### src/rtl/mem_bus_arbiter.sv
// -----------------------------------------------------------------------------
// mem_bus_arbiter
//
// Shares the single data-memory / peripheral bus between the CPU MEM stage and
// a DMA/loader port. The CPU normally wins. Two bounds keep either side from
// waiting too long:
//   - a DMA burst that started while the CPU was idle ends after MAX_BURST
//     grants, and the arbiter then returns to CPU priority;
//   - a starvation counter forces one DMA slot after STARVE_LIMIT denied
//     DMA-request cycles.
// The CPU is stalled through CTRL whenever it requests and is not granted.
//
// Ports
//   clk, rst            clock; synchronous active-high reset
//   cpu_re_i/we_i       CPU read/write strobes (MEM stage)
//   cpu_addr_i/wdata_i  CPU address / write data
//   cpu_rdata_o         CPU read data, combinational from bus_rdata_i when granted
//   cpu_stallreq_o      CPU requested but was not granted this cycle
//   dma_re_i/we_i       DMA read/write strobes
//   dma_addr_i/wdata_i  DMA address / write data
//   dma_gnt_o           DMA access performed this cycle
//   dma_rdata_o         registered DMA read data
//   dma_rvalid_o        one-cycle pulse qualifying dma_rdata_o
//   bus_re_o/we_o       shared read/write enables
//   bus_addr_o/wdata_o  shared address / write data
//   bus_rdata_i         combinational read data from the memory/peripheral mux
// -----------------------------------------------------------------------------
module mem_bus_arbiter #(
  parameter int ADDR_W       = 32,
  parameter int DATA_W       = 32,
  parameter int MAX_BURST    = 4,
  parameter int STARVE_LIMIT = 3
) (
  input  logic              clk,
  input  logic              rst,

  input  logic              cpu_re_i,
  input  logic              cpu_we_i,
  input  logic [ADDR_W-1:0] cpu_addr_i,
  input  logic [DATA_W-1:0] cpu_wdata_i,
  output logic [DATA_W-1:0] cpu_rdata_o,
  output logic              cpu_stallreq_o,

  input  logic              dma_re_i,
  input  logic              dma_we_i,
  input  logic [ADDR_W-1:0] dma_addr_i,
  input  logic [DATA_W-1:0] dma_wdata_i,
  output logic              dma_gnt_o,
  output logic [DATA_W-1:0] dma_rdata_o,
  output logic              dma_rvalid_o,

  output logic              bus_re_o,
  output logic              bus_we_o,
  output logic [ADDR_W-1:0] bus_addr_o,
  output logic [DATA_W-1:0] bus_wdata_o,
  input  logic [DATA_W-1:0] bus_rdata_i
);

  localparam int BURST_W  = $clog2(MAX_BURST + 1);
  localparam int STARVE_W = $clog2(STARVE_LIMIT + 1);

  localparam logic [BURST_W-1:0]  BURST_MAX  = BURST_W'(MAX_BURST);
  localparam logic [STARVE_W-1:0] STARVE_MAX = STARVE_W'(STARVE_LIMIT);

  typedef enum logic {
    S_CPU = 1'b0,
    S_DMA = 1'b1
  } state_t;

  state_t               r_state,      w_state_nxt;
  logic [BURST_W-1:0]   r_burst_cnt,  w_burst_nxt;
  logic [STARVE_W-1:0]  r_starve_cnt, w_starve_nxt;
  logic [DATA_W-1:0]    r_dma_rdata;
  logic                 r_dma_rvalid;

  logic w_cpu_req;
  logic w_dma_req;
  logic w_cpu_gnt_raw;
  logic w_dma_gnt_raw;
  logic w_cpu_gnt;
  logic w_dma_gnt;
  logic w_dma_rd_gnt;

  assign w_cpu_req = cpu_re_i | cpu_we_i;
  assign w_dma_req = dma_re_i | dma_we_i;

  // ---------------------------------------------------------------------------
  // State register
  // ---------------------------------------------------------------------------
  // NOTE: state is updated with non-blocking assignments so every flop samples
  // the pre-edge values; blocking here would create order-dependent races.
  always_ff @(posedge clk) begin
    if (rst) begin
      r_state      <= S_CPU;
      r_burst_cnt  <= '0;
      r_starve_cnt <= '0;
    end else begin
      r_state      <= w_state_nxt;
      r_burst_cnt  <= w_burst_nxt;
      r_starve_cnt <= w_starve_nxt;
    end
  end

  // ---------------------------------------------------------------------------
  // Next state and grant decision
  // ---------------------------------------------------------------------------
  // NOTE: every signal written here gets a default first, so no path through
  // the case/if tree leaves one unassigned and no latch is inferred.
  always_comb begin
    w_state_nxt   = r_state;
    w_burst_nxt   = r_burst_cnt;
    w_starve_nxt  = r_starve_cnt;
    w_cpu_gnt_raw = 1'b0;
    w_dma_gnt_raw = 1'b0;

    unique case (r_state)
      S_CPU: begin
        if (w_dma_req && (r_starve_cnt == STARVE_MAX)) begin
          // DMA has waited long enough: one forced slot, CPU priority resumes.
          w_dma_gnt_raw = 1'b1;
          w_starve_nxt  = '0;
        end else if (w_cpu_req) begin
          w_cpu_gnt_raw = 1'b1;
          if (w_dma_req) begin
            if (r_starve_cnt != STARVE_MAX) begin
              w_starve_nxt = r_starve_cnt + STARVE_W'(1);
            end
          end else begin
            w_starve_nxt = '0;
          end
        end else if (w_dma_req) begin
          // CPU idle: DMA starts a burst.
          w_dma_gnt_raw = 1'b1;
          w_burst_nxt   = BURST_W'(1);
          w_state_nxt   = S_DMA;
          w_starve_nxt  = '0;
        end else begin
          w_starve_nxt = '0;
        end
      end

      S_DMA: begin
        if (w_dma_req && (r_burst_cnt < BURST_MAX)) begin
          w_dma_gnt_raw = 1'b1;
          w_burst_nxt   = r_burst_cnt + BURST_W'(1);
        end else begin
          // Burst exhausted or DMA done: hand the slot back to the CPU. When
          // the limit is hit with the CPU idle this cycle carries no grant.
          w_cpu_gnt_raw = w_cpu_req;
          w_burst_nxt   = '0;
          w_starve_nxt  = '0;
          w_state_nxt   = S_CPU;
        end
      end

      default: begin
        w_state_nxt = S_CPU;
      end
    endcase
  end

  // Reset forces every combinational output low, including the grants.
  assign w_cpu_gnt    = w_cpu_gnt_raw & ~rst;
  assign w_dma_gnt    = w_dma_gnt_raw & ~rst;
  assign w_dma_rd_gnt = w_dma_gnt & dma_re_i;

  // ---------------------------------------------------------------------------
  // Bus mux
  // ---------------------------------------------------------------------------
  always_comb begin
    bus_re_o    = 1'b0;
    bus_we_o    = 1'b0;
    bus_addr_o  = '0;
    bus_wdata_o = '0;
    if (w_cpu_gnt) begin
      bus_re_o    = cpu_re_i;
      bus_we_o    = cpu_we_i;
      bus_addr_o  = cpu_addr_i;
      bus_wdata_o = cpu_wdata_i;
    end else if (w_dma_gnt) begin
      bus_re_o    = dma_re_i;
      bus_we_o    = dma_we_i;
      bus_addr_o  = dma_addr_i;
      bus_wdata_o = dma_wdata_i;
    end
  end

  assign cpu_rdata_o    = w_cpu_gnt ? bus_rdata_i : '0;
  assign cpu_stallreq_o = w_cpu_req & ~w_cpu_gnt & ~rst;
  assign dma_gnt_o      = w_dma_gnt;

  // ---------------------------------------------------------------------------
  // DMA read return: capture on the edge that ends a granted DMA read.
  // ---------------------------------------------------------------------------
  // NOTE: the read-data register is reset even though rvalid alone qualifies
  // it, so the DMA side never observes stale data from before reset.
  always_ff @(posedge clk) begin
    if (rst) begin
      r_dma_rdata  <= '0;
      r_dma_rvalid <= 1'b0;
    end else begin
      r_dma_rvalid <= w_dma_rd_gnt;
      if (w_dma_rd_gnt) begin
        r_dma_rdata <= bus_rdata_i;
      end
    end
  end

  assign dma_rdata_o  = r_dma_rdata;
  assign dma_rvalid_o = r_dma_rvalid;

endmodule

### config.mk
export PLATFORM = sky130hd
export DESIGN_NAME = mem_bus_arbiter
export DESIGN_NICKNAME = d
export VERILOG_FILES = /design/src/rtl/mem_bus_arbiter.sv
export SDC_FILE = /design/constraint.sdc
export NUM_CORES = 1
export LEC_CHECK = 0
export CAP_MARGIN = 20
export CORE_AREA = 2 2 117 119
export DETAILED_ROUTE_END_ITERATION = 16
export DIE_AREA = 0 0 119 121
export PLACE_DENSITY = 0.67
export REMOVE_ABC_BUFFERS = 1
export SYNTH_ARGS = -nofsm -noshare
export SYNTH_HDL_FRONTEND = slang
export SYNTH_SLANG_ARGS = --single-unit
export TNS_END_PERCENT = 50
### constraint.sdc
create_clock -name clk -period 1.9 [get_ports clk]
set_input_delay 0.38 -clock clk [delete_from_list [all_inputs] [get_ports clk]]
set_output_delay 0.38 -clock clk [all_outputs]
set_load 0.03 [all_outputs]
* After elaboration in Yosys (flattened, before gate mapping)
Cells that the tools add are included.
** Storage, ports and cells
- Bits in registers :: 39
- Output and inout port bits :: 133
- Logic and storage cells :: 60
** Cells by class
- Add/subtract/negate cells :: 2
- $lt $le $gt $ge :: 1
- Equal/unequal tests :: 7
- Multiplexer cells :: 31
- Bitwise logic cells :: 10
- Reductions and logical operators :: 4
** Operator list (count)
- two-way mux 32 bit :: 5
- two-way mux 1 bit :: 12
- two-way mux 3 bit :: 4
- two-way mux 2 bit :: 5
- != test 2 bit, second input constant :: 5
- case mux 1 bit (2 select lines) :: 3
- case mux 3 bit (2 select lines) :: 1
- AND 1 bit :: 5
- != test 5 bit, second input constant :: 1
- case mux 2 bit (2 select lines) :: 1
- adder 3 x 1 -> 3 bit, second input constant :: 1
- less-than comparator 3 bit, second input constant :: 1
- inverter 1 bit :: 3
- AND reduction 3 bit :: 1
- adder 2 x 1 -> 2 bit, second input constant :: 1
- == test 2 bit, second input constant :: 1
- logical AND 1 bit :: 2
- bitwise OR 1 bit :: 2
- AND reduction 2 bit :: 1

* Depth between registers and ports, before layout
Gate-level depths: netlist of run 1.
- Depth after elaboration :: 8
- Gate-level depth with buffers :: 6
- Depth with buffers taken out :: 4

* Least setup slack after synthesis of run 1
No wires, ideal clock.
- Path type :: input -> output
- From :: in cpu_re_i
- To :: out bus_addr_o[10]
- Data arrival time :: 1.847 ns
- Required time :: 1.520 ns
- Path slack :: -0.327 ns
- Stages on the path :: 5
- Buffers on the path :: 2
- Cells stage by stage :: or2_1 buf_6 a221oi_2 clkbuf_1 a32o_1
** On the way
- Cells in the longest elaborated chain, start to end :: 7
- Elaborated cells between the ends (all ways) :: 12
** Ends and longest elaborated chain
- start, declared :: line 37 : input logic cpu_re_i,
- bitwise OR 1 bit :: line 84 : assign w_cpu_req = cpu_re_i | cpu_we_i;
- two-way mux 1 bit :: line 122 : end else if (w_cpu_req) begin
- two-way mux 1 bit :: line 118 : if (w_dma_req && (r_starve_cnt == STARVE_MAX)) begin
- case mux 1 bit (2 select lines) :: line 116 : unique case (r_state)
- AND 1 bit :: line 164 : assign w_dma_gnt = w_dma_gnt_raw & ~rst;
- via dma_gnt_o :: line 48 : output logic dma_gnt_o,
- two-way mux 32 bit :: line 180 : end else if (w_dma_gnt) begin
- two-way mux 32 bit :: line 175 : if (w_cpu_gnt) begin
- end, declared :: line 54 : output logic [ADDR_W-1:0] bus_addr_o,
The timed path passes the listed nets, and every way through them passes these cells.

* Worst setup path after layout of run 1
- From :: reg r_starve_cnt[1]
- To :: out cpu_rdata_o[21]
** On the way
- Cells in the longest elaborated chain, start to end :: 6
** Ends and longest elaborated chain
- start, declared :: line 72 : logic [STARVE_W-1:0] r_starve_cnt, w_starve_nxt;
- start signal, assigned :: line 100 : r_starve_cnt <= w_starve_nxt;
- == test 2 bit :: line 118
- logical AND 1 bit :: line 118
- two-way mux 1 bit :: line 118
- case mux 1 bit (2 select lines) :: line 116
- AND 1 bit :: line 163 : assign w_cpu_gnt = w_cpu_gnt_raw & ~rst;
- two-way mux 32 bit :: line 188 : assign cpu_rdata_o = w_cpu_gnt ? bus_rdata_i : '0;
- end, declared :: line 41 : output logic [DATA_W-1:0] cpu_rdata_o,
Every way passes these cells.

==> flow_summary.toml, run 1 <==
[floorplanning]
die-area_um2 = 14400
row_count = 42
initial_core_util_pct = 20.5
die_w_um = 119
core_area_um2 = 13100
num_io_pins = 299
die_y_um = 121

[worst_setup_path]
slowest_delay_ns = 0.33
crit_path_frequent_cell = "clkbuf_16"
worstSetupPathType = "reg -> out"
worstPathRequired_ns = 1.52
crit_slowest_cell = "dfxtp_2"
path_max_fanout = 14
start_kind = "flip-flop"
critPathCaptureType = "primary output"
path_buf_inv = 3
crit_arrival_ns = 1.82
cpLargestDelayFamily = "buffers and inverters"
path_cells = "ha_4 > nor2b_4 > o21ai_4 > clkbuf_16 > clkbuf_16 > and3_1 > buf_6"

[finish]
final_cells = 817
layout_commonest_cell = "clkdlybuf4s50_1"
syn2layout_area_growth_pct = 163
multi_input_area_um2 = 1880
regArea_um2 = 786
fill_cells = 1123
final_nets = 806
layout_common_cells = "193 x clkdlybuf4s50_1, 99 x buf_6, 67 x nand2_1"
drive_gt1_share_pct = 39.9
fin_area_um2 = 7030

[clock_network]
clk_pin_slew_worst_paths_ns = 0.06
clock-sinks = 39
clockBufferDepth = 2
h-tree-depth = 2
cts_root_buffer = "clkbuf_16"
insertion_delay_ns = 0.28
cts_tree = "built"
cts_made_buffers = 5

[logic_synthesis]
seq_area_frac_synth_pct = 29.2
synth_area_um2 = 2680
syn_inst = 310
synth_warnings = 0
yosysUniqueCellTypes = 31
ys_ff_latch = 39
synth.area.top_cells = "dfxtp_1 29%, a32o_1 25%, mux2i_1 12%"
yosys.area.top_type = "dfxtp_1"
synth_top_area_share_pct = 29.2
syn_area_per_cell_um2 = 8.63

[grt]
grt_overflow = 0
grt_antenna_before_repair = 1
grt_pass1_wl_um = 21700
grt_max_degree = 52
grt_pass1_vias = 3926
track_usage_pct = 19.1

[timing]
finalCritPeriodShare_pct = 116
fmax_mhz = 455
setup_tns_ns = -25.55
fin_ws_ns = -0.296
finalCriticalPeriod_ns = 2.20
maxSlewViolCount = 0
max-slew-margin-rel_pct = 74.7
hold_viol = 0
setup_viol = 100
tightest_slew_ns = 0.378
rsz0062_at_grt = "yes"
fin_worst_skew_ns = 0.00578

[drt]
vias = 3938
final_antenna_net_count = 0
drc = 0
finalWirelength_um = 15800
post_drt_wl_per_cell_um = 19.3
detail_route.iter0.violations = 155
routed_via_density = 4.82
dr.pass1.iters = 4

[worst_hold_path]
hold_class = "reg -> reg"

[place]
placed_cell_area_um2 = 5960
portBuffers = 298
dpl.hpwl_um = 11100
gp_congestion = 0.930
dp_cells = 787
pre_cts_ws_ns = -0.598

[power]
peakVddDrop_mv = 0.525
cellPowerDensity_nw_per_um2 = 531
power_leakage_nw = 3.17

[job]
maxCapViolCount = 0

[outcome]
violations = "negative setup slack"
outcome = "finished with violations"
## Yosys cell counts
| library cell | count |
|---|---|
| a211o_1 | 1 |
| a211oi_1 | 1 |
| a21oi_1 | 3 |
| a221oi_2 | 1 |
| a221oi_4 | 1 |
| a22o_1 | 1 |
| a32o_1 | 67 |
| a32oi_1 | 1 |
| and2_1 | 2 |
| and3_1 | 33 |
| buf_1 | 2 |
| buf_2 | 7 |
| buf_4 | 2 |
| buf_6 | 1 |
| buf_8 | 3 |
| clkbuf_1 | 24 |
| clkbuf_2 | 1 |
| dfxtp_1 | 39 |
| ha_1 | 2 |
| inv_1 | 2 |
| mux2i_1 | 32 |
| nand2_1 | 67 |
| nand3b_1 | 1 |
| nor2_1 | 4 |
| nor2b_1 | 4 |
| nor2b_2 | 1 |
| nor3_1 | 2 |
| o21ai_2 | 1 |
| o21bai_1 | 2 |
| or2_1 | 1 |
| or2_2 | 1 |
## worst paths after layout
kind,from,to,slack [ns],cells past startpoint
max,r_starve_cnt[1],cpu_rdata_o[21],-0.30,7
min,dma_rdata_o[25],dma_rdata_o[25],0.45,2
max reg2reg,r_starve_cnt[1],dma_rdata_o[18],0.11,8
min reg2reg,dma_rdata_o[25],dma_rdata_o[25],0.45,2
## per-layer routing
layer / wire length, um / GRT usage (%)
met1: 6050 / 21.4
met2: 8080 / 35.0
met3: 1120 / 4.98
met4: 515 / 6.55
met5: 0 / 0
## logic make-up after synthesis
logic type                 share of synthesized area, %
adders and majority gates                         0.935
DFF                                                29.2
muxes                                              12.0
buffers and inverters                              8.09
AOI/OAI and AO/OA                                  29.3
and+or+nand+nor                                    20.5
## repair_timing
action                     in CTS  in global routing
buffers inserted                7                  1
cloned                          4                  9
pin swaps                      24                 26
setup endpoints to repair     122                100
hold buffers                    0                  0
gates resized for setup       158                 42
## power breakdown
group / switching [mW] / leakage [nW] / internal, mW
combinational: 0.938 / 2.78 / 1.09
clock: 0.325 / 0.0679 / 0.485
sequential: 0.0264 / 0.320 / 0.865
total: 1.29 / 3.17 / 2.45
## metrics by stage
step	total power [mW]	hold WS [ns]	util, %
after floorplan	1.68	0.444	-
after global placement	2.60	0.441	45.5
after detailed placement	2.61	0.448	45.5
after CTS	3.66	0.457	51.5
after global routing	3.88	0.474	53.7
final	3.73	0.452	53.8
## registers in the layout, indices dropped and copies added (netlist names)
| name | count |
|---|---|
| r_starve_cnt | 2 |
| dma_rdata_o | 32 |
| dma_rvalid_o | 1 |
| r_state | 1 |
| r_burst_cnt | 3 |
## tightest hold or removal path: stages, from the launching register on
cell and delay [ns]:
dfxtp_1 0.30, nand2_1 0.05, mux2i_1 0.05
## layout make-up
class,instances,share of cell area (%)
sequential,39,11.2
clock buffer,7,1.89
tap,176,3.13
multi-input combinational,229,26.7
inverter,2,0.107
clock inverter,1,0.0711
timing repair buffer,361,56.8
antenna,2,0.0711
Power figures use the tool's default switching activity.
==> inputs of run 2 (changes only) <==
- PLACE_DENSITY: 0.67 -> 0.63
==> run 2 against run 1 <==
The flow still finishes with violations (negative setup slack). Die area unchanged. Wire length decreased by 3.3%. Largest power group unchanged. Count of clock-buffer cells in the layout decreased by 1. Clock skew about the same. Register-to-register slack about the same. Worst hold slack improved by 0.0022 ns. Via count decreased by 0.86%. Maximum frequency decreased by 1.9%. Non-clock buffer count decreased by 16. Cell area decreased by 6.0%. Sequential power about the same. Combinational power decreased by 7%. Largest cell class unchanged.
==> flow_summary.toml, run 2 (synthesized netlist as in run 1, its figures left out) <==
[clock_network]
clk_pin_slew_worst_paths_ns = 0.06
clockBufferDepth = 2
h-tree-depth = 2
clock-sinks = 39
cts_root_buffer = "clkbuf_16"
cts_tree = "built"
cts_made_buffers = 5
postCtsHoldBufs = 0
insertion_delay_ns = 0.28

[finish]
final_nets = 790
final_cells = 800
syn2layout_area_growth_pct = 147
largest_reg_flops = 32
final_core_util_pct = 50.5
layout_common_cells = "193 x clkdlybuf4s50_1, 70 x buf_6, 67 x nand2_1"
drive_gt1_share_pct = 32.0
layout_commonest_cell = "clkdlybuf4s50_1"

[timing]
tightest_slew_ns = 0.344
fmax_mhz = 447
fin_worst_skew_ns = 0.00624
max-slew-margin-rel_pct = 76.9
maxSlewViolCount = 0
hold_viol = 0
setup_tns_ns = -27.27
rsz0062_at_grt = "yes"
fin_ws_ns = -0.339
setup_viol = 100
finalCritPeriodShare_pct = 118
finalCriticalPeriod_ns = 2.24

[floorplanning]
die-area_um2 = 14400
initial_core_util_pct = 20.5
row_count = 42
die_w_um = 119
num_io_pins = 299
core_area_um2 = 13100
die_y_um = 121

[grt]
grt_overflow = 0
grt_pass1_vias = 3885
met2_usage_pct = 35.5
track_usage_pct = 19.7
grt_max_degree = 51
use_met1_pct = 22.6
use_met3_pct = 5.26
grt_pass1_wl_um = 22200
busiest_layer = "met2"
grt_antenna_before_repair = 4

[place]
dp_cells = 778
gp_congestion = 0.964
dpl.hpwl_um = 11400
portBuffers = 298

[power]
cellPowerDensity_nw_per_um2 = 539
totalPowerFinal_mw = 3.56
power_leakage_nw = 2.86
peakVddDrop_mv = 0.492

[worst_setup_path]
path_max_fanout = 8
crit_arrival_ns = 1.86
start_kind = "flip-flop"
worstSetupPathType = "reg -> out"
worstPathRequired_ns = 1.52
critPathCaptureType = "primary output"

[drt]
detail_route.iter0.violations = 260
finalWirelength_um = 15200
drc = 0
post_drt_wl_per_cell_um = 19.1
vias = 3904
routed_via_density = 4.88
final_antenna_net_count = 0
dr.pass1.iters = 4

[outcome]
outcome = "finished with violations"
violations = "negative setup slack"

[worst_hold_path]
hold_class = "reg -> reg"

[job]
maxCapViolCount = 0
## run 2: cell types whose count changed in the layout (fill, tap and decap cells not counted), sizes merged
cell    change
buf         -9
clkbuf      -8
clkinv      -1
diode       +1
## run 2: final timing paths
path	startpoint	to	slack, ns	depth (start not counted)
worst max register to register	r_starve_cnt[1]	dma_rdata_o[24]	0.11	8
worst min-delay path	dma_rdata_o[23]	dma_rdata_o[23]	0.45	2
worst max-delay path	r_starve_cnt[1]	bus_wdata_o[30]	-0.34	8
worst min register to register	dma_rdata_o[23]	dma_rdata_o[23]	0.45	2
## run 2: layout make-up
| class | instances | area [um^2] |
|---|---|---|
| Timing Repair Buffer | 345 | 3670 |
| Multi-Input combinational cell | 229 | 1790 |
| Tap cell | 176 | 220 |
| Sequential cell | 39 | 787 |
| Fill cell | 1148 | 6470 |
| Antenna cell | 3 | 7.51 |
| Clock buffer | 6 | 129 |
| Inverter | 2 | 7.51 |
## run 2: where the power goes
part	internal, mW	switching, mW	total (mW)	leakage (nW)
combinational	0.991	0.899	1.89	2.48
clock	0.472	0.308	0.780	0.0628
sequential	0.865	0.0284	0.894	0.320
total	2.33	1.24	3.56	2.86
## run 2: what timing repair did
item	in CTS	in global routing
gates resized for setup	99	30
setup buffers	6	2
pin swaps	12	8
gates cloned	4	1
endpoints found under the setup margin	116	100
## run 2: through the flow
| stage | cell area, um^2 | setup WS, ns | hold slack, ns |
|---|---|---|---|
| final | 6610 | -0.339 | 0.455 |
| after global routing | 6610 | -0.411 | 0.476 |
| after CTS | 6510 | -0.333 | 0.459 |
| after detailed placement | 5910 | -0.538 | 0.445 |
| after global placement | 5910 | -0.520 | 0.441 |
| after floorplan | 2470 | -2.22 | 0.444 |
## run 2: per-layer routing
| layer | up-vias | part of all wire [%] |
|---|---|---|
| met1 | 1844 | 38 |
| li1 | 1826 | - |
| met5 | - | 0.085 |
| met3 | 24 | 7.9 |
| met2 | 208 | 51 |
| met4 | 2 | 2.7 |
## run 2: worst max-delay path, cell delays in order (launching register included)
cell and delay (ns):
dfxtp_2 0.35, ha_4 0.16, nor2_4 0.04, a221oi_4 0.31
buf_6 0.17, buf_6 0.13, buf_16 0.13, a32o_1 0.14
buf_6 0.13
==> inputs of run 3 (changes only) <==
==> constraint.sdc (replaced) <==
create_clock -name clk -period 1.9 [get_ports clk]
set_input_delay 0.38 -clock clk [delete_from_list [all_inputs] [get_ports clk]]
set_output_delay 0.38 -clock clk [all_outputs]
set_load 0.05 [all_outputs]
==> run 3 against run 2 <==
The flow still finishes with violations (negative setup slack). Non-clock buffer count increased by 7. First-iteration DRC count decreased by 37%. Clock power increased by 5.3%. Sequential share of layout area decreased by 1.7 points. Global-route usage increased by 2.0 points. Combinational power increased by 41%. Sequential power about the same. Cell area increased by 17%. Largest cell class unchanged.
==> flow_summary.toml, run 3 (synthesized netlist as in run 1, its figures left out) <==
[finish]
drive_gt1_share_pct = 43.8
final_core_util_pct = 59.1
largest_reg_flops = 32
regArea_um2 = 787
layout_common_cells = "174 x clkdlybuf4s50_1, 106 x buf_12, 67 x nand2_1"
syn2layout_area_growth_pct = 189
layout_commonest_cell = "clkdlybuf4s50_1"
multi_input_area_um2 = 1910
final_nets = 797
final_cells = 811
fill_cells = 1048

[grt]
grt_overflow = 0
grt_pass1_wl_um = 24200
grt_pass1_vias = 4229
grt_max_degree = 62
grt_antenna_before_repair = 3
track_usage_pct = 21.8

[timing]
setup_viol = 100
holdWs_ns = 0.459
fmax_mhz = 442
fin_worst_skew_ns = 0.00514
max-slew-margin-rel_pct = 60.6
fin_ws_ns = -0.363
finalCriticalPeriod_ns = 2.26
hold_viol = 0
maxSlewViolCount = 0
tightest_slew_ns = 0.591
rsz0062_at_grt = "yes"
finalCritPeriodShare_pct = 119

[place]
pre_cts_ws_ns = -0.710
dpl.hpwl_um = 12200
gp_congestion = 0.879
dp_cells = 776
portBuffers = 298

[floorplanning]
core_area_um2 = 13100
die_y_um = 121
num_io_pins = 299
row_count = 42
initial_core_util_pct = 20.5
die_w_um = 119
die-area_um2 = 14400

[worst_setup_path]
rr_startpoint = "r_starve_cnt[0]"
r2r-end = "dma_rdata_o[0]"
crit_arrival_ns = 1.88
r2r_cells = 7
worstPathRequired_ns = 1.52
worstSetupPathType = "reg -> out"
path_max_fanout = 12
critPathCaptureType = "primary output"
start_kind = "flip-flop"
rrSetupSlack_ns = 0.17

[clock_network]
clk_pin_slew_worst_paths_ns = 0.06
cts_root_buffer = "clkbuf_16"
cts_made_buffers = 5
insertion_delay_ns = 0.28
clockBufferDepth = 2
postCtsHoldBufs = 0
cts_tree = "built"
h-tree-depth = 2
clock-sinks = 39

[outcome]
violations = "negative setup slack"
outcome = "finished with violations"

[drt]
routed_via_density = 4.93
drc = 0
final_antenna_net_count = 0
post_drt_wl_per_cell_um = 21.3
detail_route.iter0.violations = 163
finalWirelength_um = 17300
vias = 3998
dr.pass1.iters = 4

[worst_hold_path]
hold_class = "reg -> reg"
worstHoldEndpoint = "dma_rdata_o[12]"
hold_depth = 2
holdCritStartpoint = "dma_rdata_o[12]"

[power]
peakVddDrop_mv = 0.384
cellPowerDensity_nw_per_um2 = 567
power_leakage_nw = 3.41
totalPowerFinal_mw = 4.39

[job]
maxCapViolCount = 0
-- run 3: layout make-up --
class,instances,area share (%)
Antenna cell,5,0.162
Clock buffer,6,1.67
Clock inverter,2,0.162
Inverter,2,0.0971
Multi-Input combinational cell,229,24.7
Sequential cell,39,10.2
Tap cell,176,2.85
Timing Repair Buffer,352,60.2
-- run 3: critical path, stage by stage (launching register included) --
cell	delay [ns]
dfxtp_2	0.34
ha_4	0.17
nor2b_2	0.16
o21ai_4	0.18
buf_12	0.16
buf_16	0.14
a32o_2	0.27
buf_12	0.16
-- run 3: report_power, final --
| part | leakage [nW] | switching, mW | internal [mW] | total, mW |
|---|---|---|---|---|
| combinational | 3.02 | 1.31 | 1.36 | 2.67 |
| clock | 0.0669 | 0.336 | 0.485 | 0.821 |
| sequential | 0.320 | 0.0288 | 0.865 | 0.894 |
| total | 3.41 | 1.68 | 2.71 | 4.39 |
-- run 3: stage by stage --
step,setup TNS (ns),area (um^2)
final,-31.16,7730
after global routing,-37.48,7720
after CTS,-31.81,7580
after detailed placement,-63.51,6950
after global placement,-59.46,6950
after floorplan,-261.55,2470
-- run 3: worst max-delay path by stage --
stage	end	depth (start not counted)	slack, ns	from
4_1_cts	bus_wdata_o[25]	8	-0.37	r_starve_cnt[0]
3_3_place_gp	bus_wdata_o[25]	6	-0.71	cpu_re_i
3_5_place_dp	bus_wdata_o[25]	6	-0.71	cpu_re_i
6_report	bus_wdata_o[25]	7	-0.36	r_starve_cnt[0]
2_1_floorplan	bus_addr_o[0]	3	-2.62	cpu_re_i
5_1_grt	bus_wdata_o[25]	7	-0.41	r_starve_cnt[0]
-- run 3: per-layer routing --
layer  vias to the layer above  global-route usage (%)  share of wire [%]
li1                       1845                       -                  -
met1                      1893                    21.8                 36
met2                       223                    40.1                 51
met3                        37                    8.46                8.7
met4                         0                    9.30                4.1
met5                         -                       0                  0
-- run 3: repair_timing --
item                                    CTS  global route
pin swaps                                 9             7
gates cloned                              7             5
endpoints found under the setup margin  126           100
resized for setup                       106            10
buffers inserted                         11             0
